<file path="config.mk">
export PLATFORM = sky130hd
export DESIGN_NAME = apuf_eval_sequencer
export DESIGN_NICKNAME = d
export VERILOG_FILES = /design/src/rtl/apuf_eval_sequencer.sv
export SDC_FILE = /design/constraint.sdc
export NUM_CORES = 1
export LEC_CHECK = 0
export CELL_PAD_IN_SITES_DETAIL_PLACEMENT = 1
export CELL_PAD_IN_SITES_GLOBAL_PLACEMENT = 2
export CORE_UTILIZATION = 32
export DETAILED_ROUTE_END_ITERATION = 6
export GPL_ROUTABILITY_DRIVEN = 0
export PLACE_DENSITY = 0.88
export SLEW_MARGIN = 5
export SYNTH_ARGS = -nofsm -noshare
export SYNTH_HDL_FRONTEND = slang
export SYNTH_SLANG_ARGS = --single-unit
</file>
<file path="constraint.sdc">
create_clock -name clk -period 10.3 [get_ports clk]
set_clock_uncertainty 0.2 [all_clocks]
set_input_delay 2.06 -clock clk [delete_from_list [all_inputs] [get_ports clk]]
set_output_delay 2.06 -clock clk [all_outputs]
set_load 0.02 [all_outputs]
</file>
<file path="src/rtl/apuf_eval_sequencer.sv">
// Arbiter-PUF challenge evaluation sequencer: drives a challenge, launches N_EVAL
// evaluations and returns a majority-voted response. Optional: APUF_SEQ_STABILITY_EN.
module apuf_eval_sequencer #(
  parameter int CHAL_W      = 64,
  parameter int N_EVAL      = 15,
  parameter int SETTLE_CYC  = 4,
  parameter int TIMEOUT_CYC = 255,
  localparam int CNT_W      = $clog2(N_EVAL + 1)
) (
  input  logic              clk,
  input  logic              rst,
  input  logic              req_valid,
  output logic              req_ready,
  input  logic [CHAL_W-1:0] req_chal,
  output logic [CHAL_W-1:0] challenge,
  output logic              tigSignal,
  input  logic              respReady,
  input  logic              respBit,
  output logic              rsp_valid,
  input  logic              rsp_ready,
  output logic              rsp_bit,
  output logic [CNT_W-1:0]  rsp_ones,
  output logic              rsp_timeout,
  output logic              rsp_stable
);

  // state   | meaning
  // IDLE    | waiting for a challenge request
  // SETTLE  | challenge settling, trigger low
  // LAUNCH  | trigger armed for the next evaluation
  // WAIT    | trigger high, waiting for the arbiter strobe
  // RELEASE | trigger low, delay lines discharging
  // DONE    | result presented until accepted
  typedef enum logic [2:0] {
    IDLE, SETTLE, LAUNCH, WAIT, RELEASE, DONE
  } state_t;

  localparam logic [7:0]       SETTLE_LAST  = 8'(SETTLE_CYC - 1);
  localparam logic [15:0]      TIMEOUT_LAST = 16'(TIMEOUT_CYC - 1);
  localparam logic [CNT_W-1:0] N_MAX        = CNT_W'(N_EVAL);
  localparam logic [CNT_W-1:0] HALF         = CNT_W'(N_EVAL / 2);

  state_t              state, state_nx;
  logic [7:0]          settle_cnt, settle_nx;
  logic [15:0]         wait_cnt, wait_nx;
  logic [CNT_W-1:0]    eval_cnt, eval_nx;
  logic [CNT_W-1:0]    ones, ones_nx;
  logic                timeout_q, timeout_nx;
  logic [CHAL_W-1:0]   chal_q, chal_nx;
  logic                tig_q;

  always_ff @(posedge clk or posedge rst) begin
    if (rst) begin
      state      <= IDLE;
      settle_cnt <= '0;
      wait_cnt   <= '0;
      eval_cnt   <= '0;
      ones       <= '0;
      timeout_q  <= 1'b0;
      chal_q     <= '0;
      tig_q      <= 1'b0;
    end else begin
      state      <= state_nx;
      settle_cnt <= settle_nx;
      wait_cnt   <= wait_nx;
      eval_cnt   <= eval_nx;
      ones       <= ones_nx;
      timeout_q  <= timeout_nx;
      chal_q     <= chal_nx;
      // Trigger is high for exactly the cycles spent in WAIT.
      tig_q      <= (state_nx == WAIT);
    end
  end

  always_comb begin
    state_nx   = state;
    settle_nx  = settle_cnt;
    wait_nx    = wait_cnt;
    eval_nx    = eval_cnt;
    ones_nx    = ones;
    timeout_nx = timeout_q;
    chal_nx    = chal_q;
    case (state)
      IDLE: begin
        if (req_valid) begin
          chal_nx    = req_chal;
          eval_nx    = '0;
          ones_nx    = '0;
          timeout_nx = 1'b0;
          settle_nx  = '0;
          state_nx   = SETTLE;
        end
      end
      SETTLE: begin
        if (settle_cnt == SETTLE_LAST) begin
          settle_nx = '0;
          state_nx  = LAUNCH;
        end else begin
          settle_nx = settle_cnt + 8'd1;
        end
      end
      LAUNCH: begin
        wait_nx  = '0;
        state_nx = WAIT;
      end
      WAIT: begin
        if (respReady) begin
          if (respBit && (ones != N_MAX)) ones_nx = ones + 1'b1;
          if (eval_cnt != N_MAX) eval_nx = eval_cnt + 1'b1;
          settle_nx = '0;
          state_nx  = RELEASE;
        end else if (wait_cnt == TIMEOUT_LAST) begin
          timeout_nx = 1'b1;
          state_nx   = DONE;
        end else begin
          wait_nx = wait_cnt + 16'd1;
        end
      end
      RELEASE: begin
        if (settle_cnt == SETTLE_LAST) begin
          settle_nx = '0;
          state_nx  = (eval_cnt == N_MAX) ? DONE : LAUNCH;
        end else begin
          settle_nx = settle_cnt + 8'd1;
        end
      end
      DONE: begin
        if (rsp_ready) state_nx = IDLE;
      end
      default: state_nx = IDLE;
    endcase
  end

  assign req_ready   = (state == IDLE);
  assign rsp_valid   = (state == DONE);
  assign rsp_bit     = (state == DONE) && (ones > HALF) && !timeout_q;
  assign rsp_ones    = ones;
  assign rsp_timeout = timeout_q;
  assign challenge   = chal_q;
  assign tigSignal   = tig_q;

`ifdef APUF_SEQ_STABILITY_EN
  assign rsp_stable = (state == DONE) && !timeout_q && ((ones == '0) || (ones == N_MAX));
`else
  assign rsp_stable = 1'b0;
`endif

endmodule
</file>
==> results.yml, run 1 <==
cells_and_area:
  fin_area_sq_um: 6480
  n_antenna_cell: 0
  drive_above_1_share_pct: 18.8
  areaGrowthSynthToFinish_pct: 42.4
  fin_util_pct: 46.7
  final_cells: 686
  nNetsFinal: 577
route:
  routedWlPerCell_um: 17.5
  final_antenna_net_count: 0
  avgViaCountPerCell: 5.11
  vias: 3508
  drc: 0
  drt_iter0_markers: 84
  dr.pass1.iters: 6
  wl_um: 12000
synth:
  synth_edf_count: 0
  synth_seq_cells: 101
  ys.flop_type: "dfrtp_1"
  yosysTopAreaCell: "dfrtp_1"
  syn_inst: 362
  syn_area_sq_um: 4550
  ys_warn_count: 0
  synth_top_area_share_pct: 55.5
  synth.distinct_cells: 57
  ys_async_sr_fraction_pct: 100
  synth_fp_nets: 437
  yosys-top-cells-area: "dfrtp_1, mux2_2, a21oi_1"
  synth.avg_cell_area_sq_um: 12.6
  synth-seq-area-share_pct: 55.5
grt:
  antenna_found_initial: 0
  track_usage_pct: 17.5
  grt_pass1_wl_um: 20100
  grt_pass1_vias: 3997
  grt-ovfl-total: 0
  grt_start_max_net_pins: 72
worst_hold_path:
  min_from: "challenge[51]"
  hp-class: "reg2reg"
  holdPathEnd: "challenge[51]"
  holdPathStages: 1
worst_setup_path:
  timing.rr.start: "state[0]"
  path_class: "reg2out"
  cp-startpoint: "state[2]"
  crit_path_end_kind: "output port"
  worstPathMaxFanout: 15
  r2r_end: "challenge[17]"
  cp.arrival_ps: 2280
  regToRegSetupSlack_ps: 7860
  crit_required_ps: 8040
  r2r_cells: 3
  worst_setup_path_start_kind: "register"
timing:
  max-slew-margin-rel_pct: 39.2
  finalSetupTns_ps: 0
  post-route-period-util_pct: 44.1
  rsz0062_at_grt: "no"
  post-route-min-period_ps: 4540
  setup_viol: 0
  hold_viol: 0
  finalMaxSlewViolations: 0
  fmax_mhz: 220
  tightest_slew_ps: 913
floorplanning:
  start_util_pct: 32.8
  pin_count: 144
  dieWidth_um: 121
  die_area_sq_um: 14700
  placementRows: 43
  die_h_um: 121
  core-area_sq_um: 13900
placement:
  dp_hpwl_um: 8580
  port_buffers: 142
  placed_cells: 671
  place_area_sq_um: 6150
power:
  power.density_nw_per_um2: 306
  peakVddDrop_v: 0.000143
  power.leakage_nw: 2.67
outcome:
  status: "finished clean"
cts:
  cts_root_buffer: "clkbuf_16"
  postCtsSetupBuffers: 0
  cts_hold_buf: 0
  cts_resized: 0
  ctsLongestPathBuffers: 2
  h-tree-depth: 3
  cts_tree: "yes"
  clock_sinks: 101
  worstSkewPairLatency_ps: 340
  numCtsBuffers: 9
  clk_pin_slew_ps: 70
job:
  maxCapViolations: 0
==> power breakdown <==
part / switching, mW / internal, mW
clock network: 0.151 / 0.237
registers: 0.135 / 0.562
logic: 0.432 / 0.469
total: 0.718 / 1.27
==> kinds of logic (layout without fill, tap and decap cells) <==
logic type	count (synthesis)	in the layout	share of synthesized area, %
buffers and inverters	25	169	2.36
other	1	1	0.0824
AOI/OAI and AO/OA	47	47	7.58
xor gates and xnor gates	5	5	0.962
muxes	72	72	17.6
adders and majority gates	5	5	1.37
DFF	101	101	55.5
and+or+nand+nor	106	106	14.5
==> critical path: stages (launching register included) <==
cell             delay, ps
dfrtp_1                650
nor2b_1                340
and2_1                 190
and3b_1                160
clkdlybuf4s50_1        590
==> how the worst max path moves through the flow <==
stage                     to  slack (ps)
2_1_floorplan   challenge[0]        5390
3_3_place_gp   challenge[11]        6020
3_5_place_dp     eval_cnt[1]        5980
4_1_cts              rsp_bit        5760
5_1_grt              rsp_bit        5650
6_report             rsp_bit        5760
==> cells in the mapped netlist (3+ instances only) <==
cell / n
dfrtp_1: 101
mux2_2: 61
a21oi_1: 16
nand2_1: 15
nand3_1: 15
nor2_1: 14
inv_1: 10
nand4_1: 9
buf_2: 8
mux2i_1: 7
nor3_1: 7
clkbuf_1: 6
nand2b_1: 6
or2_2: 6
and3_1: 5
ha_1: 5
a22o_1: 4
mux2_1: 4
nand3b_1: 4
o21ai_0: 4
and2_1: 3
and4b_1: 3
o31ai_1: 3
or4_1: 3
xnor2_1: 3
==> per-stage QoR <==
| step | setup WS (ps) | hold WS (ps) | power, mW |
|---|---|---|---|
| after floorplan | 5390 | 277 | 1.20 |
| after global placement | 6020 | 271 | 1.57 |
| after detailed placement | 5980 | 296 | 1.62 |
| after CTS | 5760 | 311 | 2.02 |
| after global routing | 5650 | 321 | 2.10 |
| final | 5760 | 306 | 1.99 |
==> cells in the final DEF, fill, tap and decap left out, drive strengths merged, types with 3 or more instances in the layout <==
cell	netlist	layout
a22o	4	4
o31ai	3	3
xnor2	3	3
nor4	3	3
nand3	15	15
ha	5	5
nand4	9	9
and4b	3	3
nand2	15	15
nor3	7	7
and3	5	5
inv	10	11
nand3b	4	4
bufinv	0	3
dfrtp	101	101
or2	6	6
mux2i	7	7
nor2	14	14
nand2b	6	6
a21oi	16	16
and2	3	3
clkbuf	6	9
o21ai	4	4
nor4b	3	3
clkdlybuf4s50	0	142
or4	4	4
mux2	65	65
==> flip-flops by register name, indices dropped and copies added, names as in the netlist <==
name and flops:
challenge 64, eval_cnt 4, rsp_ones 4, rsp_timeout 1, settle_cnt 8, state 3, tigSignal 1, wait_cnt 16
==> per-layer routing <==
| layer | track usage (%) | routed length (um) | vias up |
|---|---|---|---|
| li1 | - | - | 1609 |
| met3 | 6.86 | 1080 | 14 |
| met5 | 0 | 0 | - |
| met4 | 6.71 | 190 | 0 |
| met2 | 29.4 | 6000 | 102 |
| met1 | 19.8 | 4710 | 1783 |
==> cell type report <==
cell class | instances | area, sq um
Tap cell | 180 | 225
Sequential cell | 101 | 2530
Inverter | 10 | 40.0
Clock buffer | 9 | 225
Clock inverter | 6 | 111
Timing Repair Buffer | 144 | 1440
Fill cell | 1473 | 7400
Multi-Input combinational cell | 236 | 1920
Power figures use the tool's default switching activity.
==> run 2: changes to the inputs <==
--- a/config.mk
+++ b/config.mk
@@ -7,10 +7,10 @@
 export LEC_CHECK = 0
 export CELL_PAD_IN_SITES_DETAIL_PLACEMENT = 1
 export CELL_PAD_IN_SITES_GLOBAL_PLACEMENT = 2
-export CORE_UTILIZATION = 32
+export CORE_UTILIZATION = 27
 export DETAILED_ROUTE_END_ITERATION = 6
 export GPL_ROUTABILITY_DRIVEN = 0
-export PLACE_DENSITY = 0.88
+export PLACE_DENSITY = 0.79
 export SLEW_MARGIN = 5
 export SYNTH_ARGS = -nofsm -noshare
 export SYNTH_HDL_FRONTEND = slang
==> constraint.sdc (replaced) <==
create_clock -name clk -period 3.75 [get_ports clk]
set_clock_uncertainty 0.2 [all_clocks]
set_input_delay 0.75 -clock clk [delete_from_list [all_inputs] [get_ports clk]]
set_output_delay 0.75 -clock clk [all_outputs]
set_load 0.02 [all_outputs]
==> run 2 against run 1 <==
  * Sequential power rose to 2.7 times the previous value
  * Design area rose by 1.2%
  * Worst hold slack got worse by 15 ps
  * Wire length increased by 0.18%
  * Count of clock-buffer cells in the layout rose by 1
  * Largest power group unchanged
  * Highest routed layer unchanged
  * Non-clock buffer count unchanged
  * Setup slack worse by 5300 ps
==> results.yml, run 2 (same netlist as run 1, synthesis figures left out) <==
worst_setup_path:
  worst_setup_path_start_kind: "register"
  cp_slowest_cell: "dfrtp_1"
  worstPathMaxFanout: 15
  cpLargestDelayFamily: "simple AND/OR/NAND/NOR gates"
  regToRegSetupSlack_ps: 1240
  path_buf_inv: 1
  path_cells: "nor2b_1 > and2_1 > and3b_1 > clkdlybuf4s50_1"
  crit_required_ps: 2800
  r2r_cells: 5
  cp.arrival_ps: 2340
  path_class: "reg2out"
  timing.rr.start: "settle_cnt[0]"
  crit_path_end_kind: "output port"
  slowest_delay_ps: 630
  r2r_end: "settle_cnt[5]"
timing:
  rsz0062_at_grt: "no"
  finalMaxSlewViolations: 0
  finalSetupTns_ps: 0
  fmax_mhz: 304
  post-route-period-util_pct: 87.7
  setup_viol: 0
  max-slew-margin-rel_pct: 40.6
  hold_viol: 0
  post-route-min-period_ps: 3290
  tightest_slew_ps: 892
floorplanning:
  placementRows: 47
  die_h_um: 132
  pin_count: 144
  die_area_sq_um: 17400
  dieWidth_um: 132
  core-area_sq_um: 16500
  start_util_pct: 27.6
route:
  vias: 3505
  wl_um: 12000
  final_antenna_net_count: 0
  avgViaCountPerCell: 4.82
  drc: 0
  drt_iter0_markers: 142
  dr.pass1.iters: 4
  routedWlPerCell_um: 16.5
worst_hold_path:
  min_from: "challenge[39]"
  holdPathStages: 1
  hp-class: "reg2reg"
  holdPathEnd: "challenge[39]"
power:
  peakVddDrop_v: 0.000428
  power.leakage_nw: 2.68
  power.density_nw_per_um2: 829
cells_and_area:
  largest_reg_flops: 64
  final_cells: 727
  n_antenna_cell: 0
  areaGrowthSynthToFinish_pct: 44.2
  regArea_sq_um: 2530
  nNetsFinal: 577
  fin_area_sq_um: 6560
  fillers: 1786
  multi_input_comb_area_sq_um: 1920
  drive_above_1_share_pct: 18.9
  layout_commonest_cell: "clkdlybuf4s50_1"
  final_cell_mix: "clkdlybuf4s50_1, dfrtp_1, mux2_2"
cts:
  cts_hold_buf: 0
  ctsLongestPathBuffers: 2
  cts_resized: 0
  postCtsSetupBuffers: 0
  h-tree-depth: 3
  worstSkewPairLatency_ps: 350
  clk_pin_slew_ps: 70
  clock_sinks: 101
  numCtsBuffers: 9
  cts_tree: "yes"
  cts_root_buffer: "clkbuf_16"
grt:
  grt_pass1_wl_um: 20000
  grt_start_max_net_pins: 72
  track_usage_pct: 14.5
  antenna_found_initial: 0
  grt_pass1_vias: 3889
  grt-ovfl-total: 0
placement:
  placed_cells: 711
  place_area_sq_um: 6220
  dp_hpwl_um: 8580
  port_buffers: 142
job:
  maxCapViolations: 0
outcome:
  status: "finished clean"
==> run 2: final cells by class <==
class | count | share of cell area, %
multi-input cells | 236 | 29.2
inverters | 10 | 0.610
repair buffers | 144 | 22.3
flip-flops and latches | 101 | 38.5
clock inverters | 6 | 1.56
well taps | 220 | 4.19
clock buffers | 10 | 3.64
==> run 2: per-layer routing <==
metal	routed length (um)	part of all wire (%)	up-vias	track usage (%)
met1	4880	41	1788	16.7
li1	-	-	1611	-
met4	163	1.4	0	4.91
met3	991	8.3	10	6.23
met2	5970	50	96	24.2
met5	0	0	-	0
==> run 2: how the worst max path moves through the flow <==
stage,start,to,slack [ps],depth (start not counted)
after floorplan,rst,challenge[0],150,1
after global placement,state[2],rsp_bit,970,4
after detailed placement,state[2],rsp_bit,880,4
after CTS,state[2],rsp_bit,480,4
after global routing,state[2],rsp_bit,330,4
final,state[2],rsp_bit,460,4
==> run 2: report_power, final <==
group	switching, mW	internal (mW)	total (mW)
Clock	0.441	0.615	1.06
Sequential	0.359	1.54	1.90
Combinational	1.19	1.30	2.48
==> run 2: metrics by stage <==
step / worst slack, ps / hold WS (ps) / total power, mW / utilization (%)
floorplan: 153 / 277 / 3.30 / -
global placement: 967 / 266 / 4.34 / 37.7
detailed placement: 881 / 278 / 4.44 / 37.7
CTS: 483 / 297 / 5.54 / 39.7
global route: 333 / 314 / 5.78 / 39.7
finish: 460 / 291 / 5.44 / 39.7
==> run 3: changes to the inputs <==
--- a/config.mk
+++ b/config.mk
@@ -11,7 +11,6 @@
 export DETAILED_ROUTE_END_ITERATION = 6
 export GPL_ROUTABILITY_DRIVEN = 0
 export PLACE_DENSITY = 0.79
-export SLEW_MARGIN = 5
 export SYNTH_ARGS = -nofsm -noshare
 export SYNTH_HDL_FRONTEND = slang
 export SYNTH_SLANG_ARGS = --single-unit
==> results of run 3 <==
No change in the layout: final DEF, timing and power equal those of run 2.
